--- config.mk ---
export PLATFORM = sky130hd
export DESIGN_NAME = tt_zbuf_gate
export DESIGN_NICKNAME = d
export VERILOG_FILES = /design/src/rtl/tt_zbuf_gate.sv
export SDC_FILE = /design/constraint.sdc
export NUM_CORES = 1
export LEC_CHECK = 0
export ABC_AREA = 0
export CAP_MARGIN = 25
export CORE_AREA = 2 2 39 41
export CTS_BUF_LIST = sky130_fd_sc_hd__clkbuf_8
export DETAILED_ROUTE_END_ITERATION = 6
export DIE_AREA = 0 0 41 43
export PLACE_DENSITY = 0.73
export SKIP_CTS_REPAIR_TIMING = 1
export SLEW_MARGIN = 20
export SYNTH_ARGS = -nofsm -noshare
export SYNTH_HDL_FRONTEND = slang
export SYNTH_SLANG_ARGS = --single-unit
--- constraint.sdc ---
create_clock -name clk -period 3.9 [get_ports clk]
set_input_delay 0.78 -clock clk [delete_from_list [all_inputs] [get_ports clk]]
set_output_delay 0.78 -clock clk [all_outputs]
set_load 0.02 [all_outputs]
--- src/rtl/tt_zbuf_gate.sv ---
// Sequenced zeroing gate: forces a project-facing bus to zero unless its owner
// has held a settled open request; closing enforces a guard interval before reopen.
module tt_zbuf_gate #(
    parameter int unsigned WIDTH   = 8,
    parameter int unsigned SETTLE  = 4,
    parameter int unsigned GUARD   = 2,
    parameter int unsigned REG_OUT = 0
) (
    input  logic             clk,
    input  logic             rst,
    input  logic [WIDTH-1:0] a,
    input  logic             en,
    input  logic             kill,
    output logic [WIDTH-1:0] z,
    output logic             open,
    output logic             busy
);

    localparam int unsigned MAXC = (SETTLE > GUARD) ? SETTLE : GUARD;
    localparam int unsigned CW   = (MAXC == 0) ? 1 : $clog2(MAXC + 1);

    localparam logic [1:0] ST_OFF    = 2'd0;
    localparam logic [1:0] ST_SETTLE = 2'd1;
    localparam logic [1:0] ST_ON     = 2'd2;
    localparam logic [1:0] ST_GUARD  = 2'd3;

    localparam logic [CW-1:0] C_SETTLE = CW'((SETTLE > 0) ? SETTLE - 1 : 0);
    localparam logic [CW-1:0] C_GUARD  = CW'((GUARD > 0) ? GUARD - 1 : 0);

    logic [1:0]    r_state;
    logic [1:0]    w_state_nxt;
    logic [CW-1:0] r_cnt;
    logic [CW-1:0] w_cnt_nxt;
    logic          r_gate;
    logic          w_req;

    assign w_req = en & ~kill;

    always_comb begin
        w_state_nxt = r_state;
        w_cnt_nxt   = r_cnt;
        case (r_state)
            ST_OFF: begin
                if (w_req) begin
                    if (SETTLE > 0) begin
                        w_state_nxt = ST_SETTLE;
                        w_cnt_nxt   = C_SETTLE;
                    end else begin
                        w_state_nxt = ST_ON;
                    end
                end
            end
            ST_SETTLE: begin
                // Abort before opening needs no guard: the bus was never driven.
                if (!w_req) begin
                    w_state_nxt = ST_OFF;
                end else if (r_cnt == '0) begin
                    w_state_nxt = ST_ON;
                end else begin
                    w_cnt_nxt = r_cnt - 1'b1;
                end
            end
            ST_ON: begin
                if (!w_req) begin
                    if (GUARD > 0) begin
                        w_state_nxt = ST_GUARD;
                        w_cnt_nxt   = C_GUARD;
                    end else begin
                        w_state_nxt = ST_OFF;
                    end
                end
            end
            default: begin
                if (r_cnt == '0) begin
                    w_state_nxt = ST_OFF;
                end else begin
                    w_cnt_nxt = r_cnt - 1'b1;
                end
            end
        endcase
    end

    always_ff @(posedge clk) begin
        if (rst) begin
            r_state <= ST_OFF;
            r_cnt   <= '0;
            r_gate  <= 1'b0;
        end else begin
            r_state <= w_state_nxt;
            r_cnt   <= w_cnt_nxt;
            r_gate  <= (w_state_nxt == ST_ON);
        end
    end

    assign busy = (r_state == ST_SETTLE) | (r_state == ST_GUARD);

    // kill is applied after any output register so it always masks in the same cycle.
    if (REG_OUT != 0) begin : g_reg_out
        logic [WIDTH-1:0] r_zr;
        logic             r_gr;

        always_ff @(posedge clk) begin
            if (rst) begin
                r_zr <= '0;
                r_gr <= 1'b0;
            end else begin
                r_zr <= a & {WIDTH{r_gate}};
                r_gr <= r_gate;
            end
        end

        assign z    = r_zr & {WIDTH{~kill}};
        assign open = r_gr & ~kill;
    end else begin : g_comb_out
        assign z    = a & {WIDTH{r_gate & ~kill}};
        assign open = r_gate & ~kill;
    end

endmodule

After elaboration in Yosys (flattened, before gate mapping)
Cells that the tools add are included.
- add/sub/neg operators: 1
- eq/ne operators: 7
- muxes and demuxes: 11
- bitwise operators: 5
- reductions and logical operators: 3
- operator list (kind ; count):
    two-way mux 3 bit ; 4
    two-way mux 2 bit ; 5
    case mux 3 bit (3 select lines) ; 1
    bitwise AND 8 bit ; 1
    equality test 2 bit (second input constant) ; 3
    != test 2 bit (second input constant) ; 3
    case mux 2 bit (3 select lines) ; 1
    zero test 3 bit ; 1
    AND reduction 3 bit ; 1
    subtractor 3 x 1 -> 3 bit (second input constant) ; 1
    bitwise AND 1 bit ; 2
    equality test 2 x 1 -> 1 bit (second input constant) ; 1
    zero test 2 bit ; 1
    inverter 1 bit ; 1
    bitwise OR 1 bit ; 1
- register bits: 6
- input bits: 12
- output and inout port bits: 10
- logic and storage cells: 30

Logic depth before layout (Yosys ltp)
Gate-level depths: netlist of run 1.
- word-level depth: 5
- gate-level depth with buffers: 7
- mapped depth without buffers: 7

Least setup slack after synthesis of run 1
No wires, ideal clock.
- path type: input to output
- start point: input kill
- end point: output z[0]
- data arrival time: 1.482 ns
- data required time: 3.120 ns
- setup slack: 1.638 ns
- stages: 3
- buffers on the path: 1
- path through: nor2b_1 > clkbuf_1 > and2_1
- longest elaborated chain between the ends: 3
- RTL lines (element ; RTL line ; RTL):
    from (decl) ; 13 ; input logic kill,
    inverter 1 bit ; n/a ;
    bitwise AND 1 bit ; n/a ;
    named net open ; 15 ; output logic open,
    bitwise AND 8 bit ; 115 ; assign z = a & {WIDTH{r_gate & ~kill}};
    to (decl) ; 14 ; output logic [WIDTH-1:0] z,
The timed path passes the listed nets, and every way through them passes these cells.

Worst setup path in the final report of run 1
- start point: input kill
- end point: output z[3]
- longest elaborated chain between the ends: 3
- RTL lines (element ; RTL line):
    inverter 1 bit ; 115
    bitwise AND 1 bit ; 115
    bitwise AND 8 bit ; 115
No other way between the ends.

==> summary.md, run 1 <==
| Metric | Value |
|---|---|
| Status | `finished clean` |
| Clock Skew | `0.761 ps` |
| Layout area overhead | `69.6%` |
| Vias in the first global route | `367` |
| Post-synth ARST share | `0%` |
| Root Buffer | `clkbuf_8` |
| Final setup violation count | `0` |
| Crit. End Element | `output port` |
| CTS tree | `built` |
| Final hold violation count | `0` |
| Tcrit/Tclk final | `80.9%` |
| Synth top area cells | `dfxtp_1 32%, and2_1 13%, ha_1 6.6%` |
| Required time of the critical path | `3120 ps` |
| Hold path startpoint | `r_cnt[1]` |
| Crit Path Max Fanout | `9` |
| Worst hold path type | `reg2reg` |
| Cell Pwr Density | `303 nW/um^2` |
| Chip width | `a little over 40 um` |
| Nets@finish | `84` |
| Worst Tran Pin Value | `a little under 400 ps` |
| Leak Pwr | `0.243 nW` |
| Syn nets | `60` |
| Pin count of the biggest net entering global routing | `10` |
| Count of cell types in the netlist | `19` |
| Synth Instances | `46` |
| Post-layout minimum cycle time | `around 3200 ps` |
| Met1 Usage GRT | `10.8%` |
| DRC | `0` |
| Slew Limit Fails | `0` |
| Sinks on the clock net | `6` |
| Worst R2R Path Depth | `7` |
| Sequential area share after synthesis | `a little under a third` |
| Grt ovf | `0` |
| Fraction of layout cells with a size suffix above 1 | `10.3%` |
| Pre-Repair DR Iteration Count | `3` |
| Met3 GRT Util | `6.81%` |
| Pre-CTS WS | `713 ps` |
| Reg-to-reg startpoint | `r_cnt[0]` |
| Commonest cells after routing, fill and taps aside | `21 x clkdlybuf4s50_1, 8 x and2_1, 6 x dfxtp_1, 4 x inv_1` |
| # IOs | `22` |
| Avg Cell Area, Syn | `8.24 um^2` |
| Post-route setup slack | `745 ps` |
| Synth Warn # | `0` |
| Max cap viols | `0` |
| Most Crowded Layer GR | `met2` |
| CTS Buf Count | `3` |
| #FFs+latches synth | `6` |
| FF-to-FF setup slack | `2430 ps` |
| Initial Util | `27.4%` |
| Commonest non-fill, non-tap cell in the layout | `clkdlybuf4s50_1` |
| M2 GR Usage | `about a fifth` |
| Hold path cells | `2` |
| Total Power | `0.195 mW` |
| Post-synth EDFFs | `0` |
| WL per Instance | `10.9 um` |
| DRT iter0 DRCs | `3` |
| Clock insertion delay at the later pin of the skew report | `between 200 and 250 ps` |
| Vias | `around 390` |
| Avg Vias per Cell | `around 4.6` |
| Unrepaired setup endpoints after global routing | `no` |
| Post-DP HPWL | `737 um` |
| Row cnt | `14` |
| First-pass GRT wire length | `about 1400 um` |
| Max Fclk | `317 MHz` |
| Worst hold endpoint | `r_cnt[1]` |
| Final ANT Viol Nets | `0` |
| Initial antenna violation count | `0` |
| Longest Clk Path Bufs | `2` |
| Critical R2R Capture | `r_cnt[1]` |
| Detailed Route WL | `919 um` |
| H-tree depth | `1` |
| Die area | `1760 um^2` |
| Antenna cell count | `0` |
| Clk pin slew, worst setup/hold paths | `approximately 40 ps` |
| Area of the core | `1380 um^2` |
| Setup TNS | `0 ps` |
| Peak VDD IR | `about 0.19 mV` |
| Setup crit start kind | `input port` |
| Total GRT Usage | `approximately an eighth` |
| Die Ht | `43 um` |
| WP data arrival | `2370 ps` |
| GPL Wtd Cong | `0.700` |
| Slew margin rel. | `74.1%` |
| CP Class | `in2out` |
| Post-synth top area cell | `dfxtp_1` |
| Synthesized cell area | `379 um^2` |
| Share of the synthesized area in the top cell type | `31.7%` |
| Ys flop type | `dfxtp_1` |
| PortBufs | `21` |
## synth_stat cells, drive strengths merged, types with 2 or more instances
library cell,count
and2,8
ha,2
nand2,3
dfxtp,6
nor2,3
clkbuf,2
inv,4
mux2i,2
nor3,2
nand2b,2
o21ai,2
a21oi,2
nor2b,3
## critical path: stages
cell and delay, ps:
clkdlybuf4s50_1 460, nor2b_1 350, and2_1 180, clkdlybuf4s50_1 600
## worst max path at each step
stage	endpoint	slack, ps	depth (start not counted)	start
after floorplan	z[0]	1640	3	kill
after global placement	z[0]	760	4	kill
after detailed placement	z[3]	710	4	kill
after CTS	z[3]	710	4	kill
after global routing	z[3]	600	4	kill
final	z[3]	750	4	kill
## routing by layer
layer,routed length [um],vias to the layer above
li1,-,197
met1,335,164
met5,0,-
met2,406,24
met3,150,3
met4,27,0
## power breakdown
group          total [mW]  internal [mW]  leakage [nW]  switching (mW)
combinational      0.0336         0.0203         0.173          0.0132
clock              0.0941         0.0664        0.0216          0.0277
sequential         0.0673         0.0647        0.0490         0.00256
## through the flow
stage	util, %	hold slack (ps)	instances	instance area (um^2)
2_1_floorplan	-	426	46	379
3_3_place_gp	43.5	441	81	602
3_5_place_dp	43.5	458	81	602
4_1_cts	46.5	463	84	643
5_1_grt	46.5	486	84	643
6_report	46.5	463	84	643
## layout make-up
cell class	count	area, um^2
inverters	4	15.0
clock buffers	3	41.3
multi-input cells	34	236
repair buffers	21	210
flip-flops and latches	6	120
fillers	146	741
well taps	16	20.0
## cell families (layout without fill, tap and decap cells)
family	after synthesis	in the layout	synth area share [%]
flip-flops	6	6	31.7
buffers and inverters	6	28	5.94
adder cells (fa/ha/maj)	2	2	6.60
multiplexers	2	2	5.28
AO/OA/AOI/OAI	7	7	12.9
AND/OR/NAND/NOR	23	23	37.6
## registers in the layout (all words and copies together), names as in the netlist
| name | count |
|---|---|
| r_cnt | 3 |
| r_gate | 1 |
| r_state | 2 |
No activity file was read; power rests on OpenSTA's default activity.
==> inputs of run 2 (changes only) <==
Clock period 3.9 ns to 3.1 ns, I/O delays scaled along.
==> run 2 against run 1 <==
- non-clock buffer count unchanged
- critical endpoint unchanged
- sequential share of layout area unchanged
- clock skew unchanged
- via count unchanged
- largest power group unchanged
==> summary.md, run 2 (synthesis results as in run 1) <==
| Metric | Value |
|---|---|
| Status | `finished clean` |
| CTS Buf Count | `3` |
| Psw | `0.0547 mW` |
| Vias in the first global route | `367` |
| PortBufs | `21` |
| Sinks on the clock net | `6` |
| Max reg flops | `3` |
| Hold path cells | `2` |
| Worst hold path type | `reg2reg` |
| Max cap viols | `0` |
| Total Power | `0.245 mW` |
| Initial Util | `27.4%` |
| Finished Core Util | `46.5%` |
| Internal Power | `roughly 0.19 mW` |
| Tcrit/Tclk final | `between 90 and 100%` |
| Area of the core | `1380 um^2` |
| Vias | `388` |
| Biggest register | `r_cnt` |
| Avg Vias per Cell | `roughly 4.6` |
| Commonest non-fill, non-tap cell in the layout | `clkdlybuf4s50_1` |
| DRT iter0 DRCs | `3` |
| Clk pin slew, worst setup/hold paths | `40 ps` |
| Max Fclk | `353 MHz` |
| Crit. End Element | `output port` |
| Clock power share | `48.3%` |
| Setup crit start kind | `input port` |
| Switching Share | `22.3%` |
| Slew Limit Fails | `0` |
| Worst R2R Path Depth | `7` |
| WP data arrival | `2210 ps` |
| Leak Pwr | `0.243 nW` |
| Nets@finish | `84` |
| Antenna cell count | `0` |
| Cell Pwr Density | `between 300 and 400 nW/um^2` |
| Crit Path Max Fanout | `9` |
| Post-DP HPWL | `737 um` |
| Root Buffer | `clkbuf_8` |
| Layout area overhead | `69.6%` |
| Chip width | `slightly above 40 um` |
| Unrepaired setup endpoints after global routing | `no` |
| Die Ht | `between 40 and 50 um` |
| Comb pwr share | `17.2%` |
| Pre-CTS WS | `between 200 and 250 ps` |
| CP Class | `in2out` |
| Post-route setup slack | `about 270 ps` |
| CTS tree | `built` |
| Longest Clk Path Bufs | `2` |
| Clock Skew | `0.761 ps` |
| DRC | `0` |
| Slew margin rel. | `74.1%` |
| Peak VDD IR | `0.233 mV` |
| Pin count of the biggest net entering global routing | `10` |
| Setup TNS | `0 ps` |
| WL per Instance | `10.9 um` |
| Share of power burned in registers | `34.5%` |
| Initial antenna violation count | `0` |
| Final ANT Viol Nets | `0` |
| Clock insertion delay at the later pin of the skew report | `220 ps` |
| Final setup violation count | `0` |
| Row cnt | `14` |
| Required time of the critical path | `between 2000 and 2500 ps` |
| Post-layout minimum cycle time | `between 2000 and 3000 ps` |
| Grt ovf | `0` |
| # IOs | `22` |
| Total GRT Usage | `12.6%` |
| Final hold violation count | `0` |
| Largest regs | `r_cnt (3), r_state (2), r_gate (1)` |
| Commonest cells after routing, fill and taps aside | `21 x clkdlybuf4s50_1, 8 x and2_1, 6 x dfxtp_1, 4 x inv_1` |
| First-pass GRT wire length | `1430 um` |
| Fraction of layout cells with a size suffix above 1 | `between 10% and 20%` |
| Worst Tran Pin Value | `387 ps` |
| Die area | `1760 um^2` |
| Detailed Route WL | `about 900 um` |
| Pre-Repair DR Iteration Count | `3` |
| GPL Wtd Cong | `0.701` |
| H-tree depth | `1` |
[run 2: cell counts in the layout (fill, tap and decap cells not counted)]
No cell type changed its count.
[run 2: power by group through the flow]
stage	Combinational (mW)	Sequential [mW]	Clock (mW)
3_5_place_dp	0.0428	0.0859	0
6_report	0.0422	0.0846	0.118
5_1_grt	0.0471	0.0850	0.127
3_3_place_gp	0.0415	0.0856	0
2_1_floorplan	0.0218	0.0849	0
4_1_cts	0.0429	0.0846	0.123
[run 2: worst paths after layout]
| kind | start | end | slack [ps] |
|---|---|---|---|
| setup / recovery | kill | z[3] | 270 |
| hold / removal | r_cnt[1] | r_cnt[1] | 460 |
| setup reg to reg | r_cnt[0] | r_cnt[1] | 1630 |
| hold reg to reg | r_cnt[1] | r_cnt[1] | 460 |
[run 2: through the flow]
stage | cells | cell area [um^2] | hold WS (ps)
finish | 84 | 643 | 463
detailed placement | 81 | 602 | 458
global placement | 81 | 602 | 441
floorplan | 46 | 379 | 426
global route | 84 | 643 | 486
CTS | 84 | 643 | 463
[run 2: per-layer routing]
metal / vias to the layer above / wire [um] / share of wire (%) / track usage (%)
met2: 24 / 407 / 44 / 20.0
met4: 0 / 27 / 2.9 / 10.0
met5: - / 0 / 0 / 0
met1: 164 / 333 / 36 / 10.8
li1: 197 / - / - / -
met3: 3 / 150 / 16 / 6.81
[run 2: critical path, stage by stage]
cell and delay, ps:
clkdlybuf4s50_1 460, nor2b_1 350, and2_1 180, clkdlybuf4s50_1 600
[run 2: area by class of cell]
class	instances	area [um^2]
inverter	4	15.0
fill	148	741
tap	16	20.0
multi-input combinational	34	236
timing repair buffer	21	210
clock buffer	3	41.3
sequential	6	120
==> inputs of run 3 (changes only) <==
Settings changed: CTS_BUF_LIST sky130_fd_sc_hd__clkbuf_8 to unset, SKIP_LAST_GASP set to 1.
==> run 3 against run 2 <==
- core utilization is 1.4 points lower
- clock power down 38%
- critical path depth did not move
- total power is 18% lower
- wire length decreased by 1.9%
- global-route usage is 1.0 points lower
- largest cell class unchanged
- largest power group is now sequential cells
==> summary.md, run 3 (synthesis results as in run 1) <==
| Metric | Value |
|---|---|
| # IOs | `22` |
| Unrepaired setup endpoints after global routing | `no` |
| Fraction of layout cells with a size suffix above 1 | `10.3%` |
| CP dominant cell by count | `clkdlybuf4s50_1` |
| Chip width | `41 um` |
| Leak Pwr | `0.236 nW` |
| Slew margin rel. | `74.1%` |
| Final cell count without fillers | `84` |
| DRC | `0` |
| Max cap viols | `0` |
| Cell Pwr Density | `320 nW/um^2` |
| Initial antenna violation count | `0` |
| Reg-to-reg startpoint | `r_cnt[0]` |
| Final setup violation count | `0` |
| Pre-Repair DR Iteration Count | `2` |
| Sinks on the clock net | `6` |
| CTS tree | `built` |
| Tcrit/Tclk final | `91.5%` |
| Initial Util | `a little over a quarter` |
| Total GRT Usage | `11.6%` |
| Max Fclk | `353 MHz` |
| Final hold violation count | `0` |
| Setup crit start kind | `input port` |
| Slew Limit Fails | `0` |
| Worst path slowest cell | `clkdlybuf4s50_1` |
| Commonest non-fill, non-tap cell in the layout | `clkdlybuf4s50_1` |
| CP Class | `in2out` |
| Fillers | `roughly 150` |
| H-tree depth | `1` |
| Antenna cell count | `0` |
| Crit Path Max Fanout | `9` |
| DRT iter0 DRCs | `2` |
| Worst path cell trace | `clkdlybuf4s50_1 > nor2b_1 > and2_1 > clkdlybuf4s50_1` |
| First-pass GRT wire length | `between 1000 and 1500 um` |
| Post-layout minimum cycle time | `2840 ps` |
| Avg Vias per Cell | `4.50` |
| Crit. End Element | `output port` |
| Dpl cells | `81` |
| Finished Core Util | `approximately 45%` |
| WP buf/inv | `2` |
| Status | `finished clean` |
| Longest Clk Path Bufs | `2` |
| Post-DP HPWL | `737 um` |
| Area of the core | `1380 um^2` |
| WL per Instance | `10.7 um` |
| Top delay family on crit path | `buffers and inverters` |
| Grt ovf | `0` |
| Row cnt | `14` |
| Worst Tran Pin Value | `387 ps` |
| Final ANT Viol Nets | `0` |
| Vias | `roughly 380` |
| Pin count of the biggest net entering global routing | `10` |
| Die Ht | `43 um` |
| Hold path startpoint | `r_cnt[1]` |
| Commonest cells after routing, fill and taps aside | `21 x clkdlybuf4s50_1, 8 x and2_1, 6 x dfxtp_1, 4 x inv_1` |
| Biggest register | `r_cnt` |
| Required time of the critical path | `2480 ps` |
| Peak VDD IR | `about 0.23 mV` |
| Max reg flops | `3` |
| Worst hold path type | `reg2reg` |
| Largest regs | `r_cnt (3), r_state (2), r_gate (1)` |
| Vias in the first global route | `368` |
| Detailed Route WL | `between 900 and 1000 um` |
| Crit path from | `kill` |
| CTS Buf Count | `3` |
| Clock Skew | `1.60 ps` |
| Delay of the slowest critical-path stage | `about 600 ps` |
| PortBufs | `21` |
| Root Buffer | `clkbuf_4` |
| WP data arrival | `2220 ps` |
| Layout area overhead | `64.7%` |
| Clock insertion delay at the later pin of the skew report | `about 240 ps` |
| Clk pin slew, worst setup/hold paths | `around 50 ps` |
| Die area | `1760 um^2` |
| Setup TNS | `0 ps` |
| GPL Wtd Cong | `0.701` |
| Nets@finish | `84` |
[run 3: changes by cell type in the layout (fill, tap and decap cells not counted)]
| cell | change |
|---|---|
| clkbuf_4 | +3 |
| clkbuf_8 | -3 |
[run 3: path summary, 6_finish.rpt]
check / to / slack [ps] / cells past startpoint
max: z[3] / 260 / 4
min: r_cnt[1] / 460 / 2
max reg2reg: r_cnt[1] / 1630 / 7
min reg2reg: r_cnt[1] / 460 / 2
[run 3: report_power, final]
group / internal, mW / total (mW) / switching (mW)
Clock: 0.0439 / 0.0733 / 0.0294
Sequential: 0.0811 / 0.0843 / 0.00321
Combinational: 0.0256 / 0.0423 / 0.0166
Total: 0.151 / 0.200 / 0.0493
[run 3: layout make-up]
class                           count  area, um^2  share of cell area (%)
Multi-Input combinational cell     34         236                    37.9
Timing Repair Buffer               21         210                    33.7
Sequential cell                     6         120                    19.2
Clock buffer                        3        22.5                    3.61
Tap cell                           16        20.0                    3.21
Inverter                            4        15.0                    2.40
[run 3: tightest hold or removal path: stages, from the launching register on]
cell	delay, ps
dfxtp_1	310
nand2_1	50
a21oi_1	50
[run 3: metrics by stage]
stage | power (mW) | hold WS (ps) | instance area, um^2 | setup slack (ps)
6_report | 0.200 | 460 | 624 | 264
5_1_grt | 0.210 | 488 | 624 | 122
4_1_cts | 0.204 | 464 | 624 | 232
3_5_place_dp | 0.129 | 458 | 602 | 233
3_3_place_gp | 0.127 | 441 | 602 | 278
2_1_floorplan | 0.107 | 426 | 379 | 1160
[run 3: per-layer routing]
layer / up-vias / routed length, um / track usage, %
li1: 196 / - / -
met1: 159 / 331 / 10.8
met2: 23 / 417 / 19.7
met3: 0 / 151 / 3.66
met4: 0 / 0 / 8.00
met5: - / 0 / 0
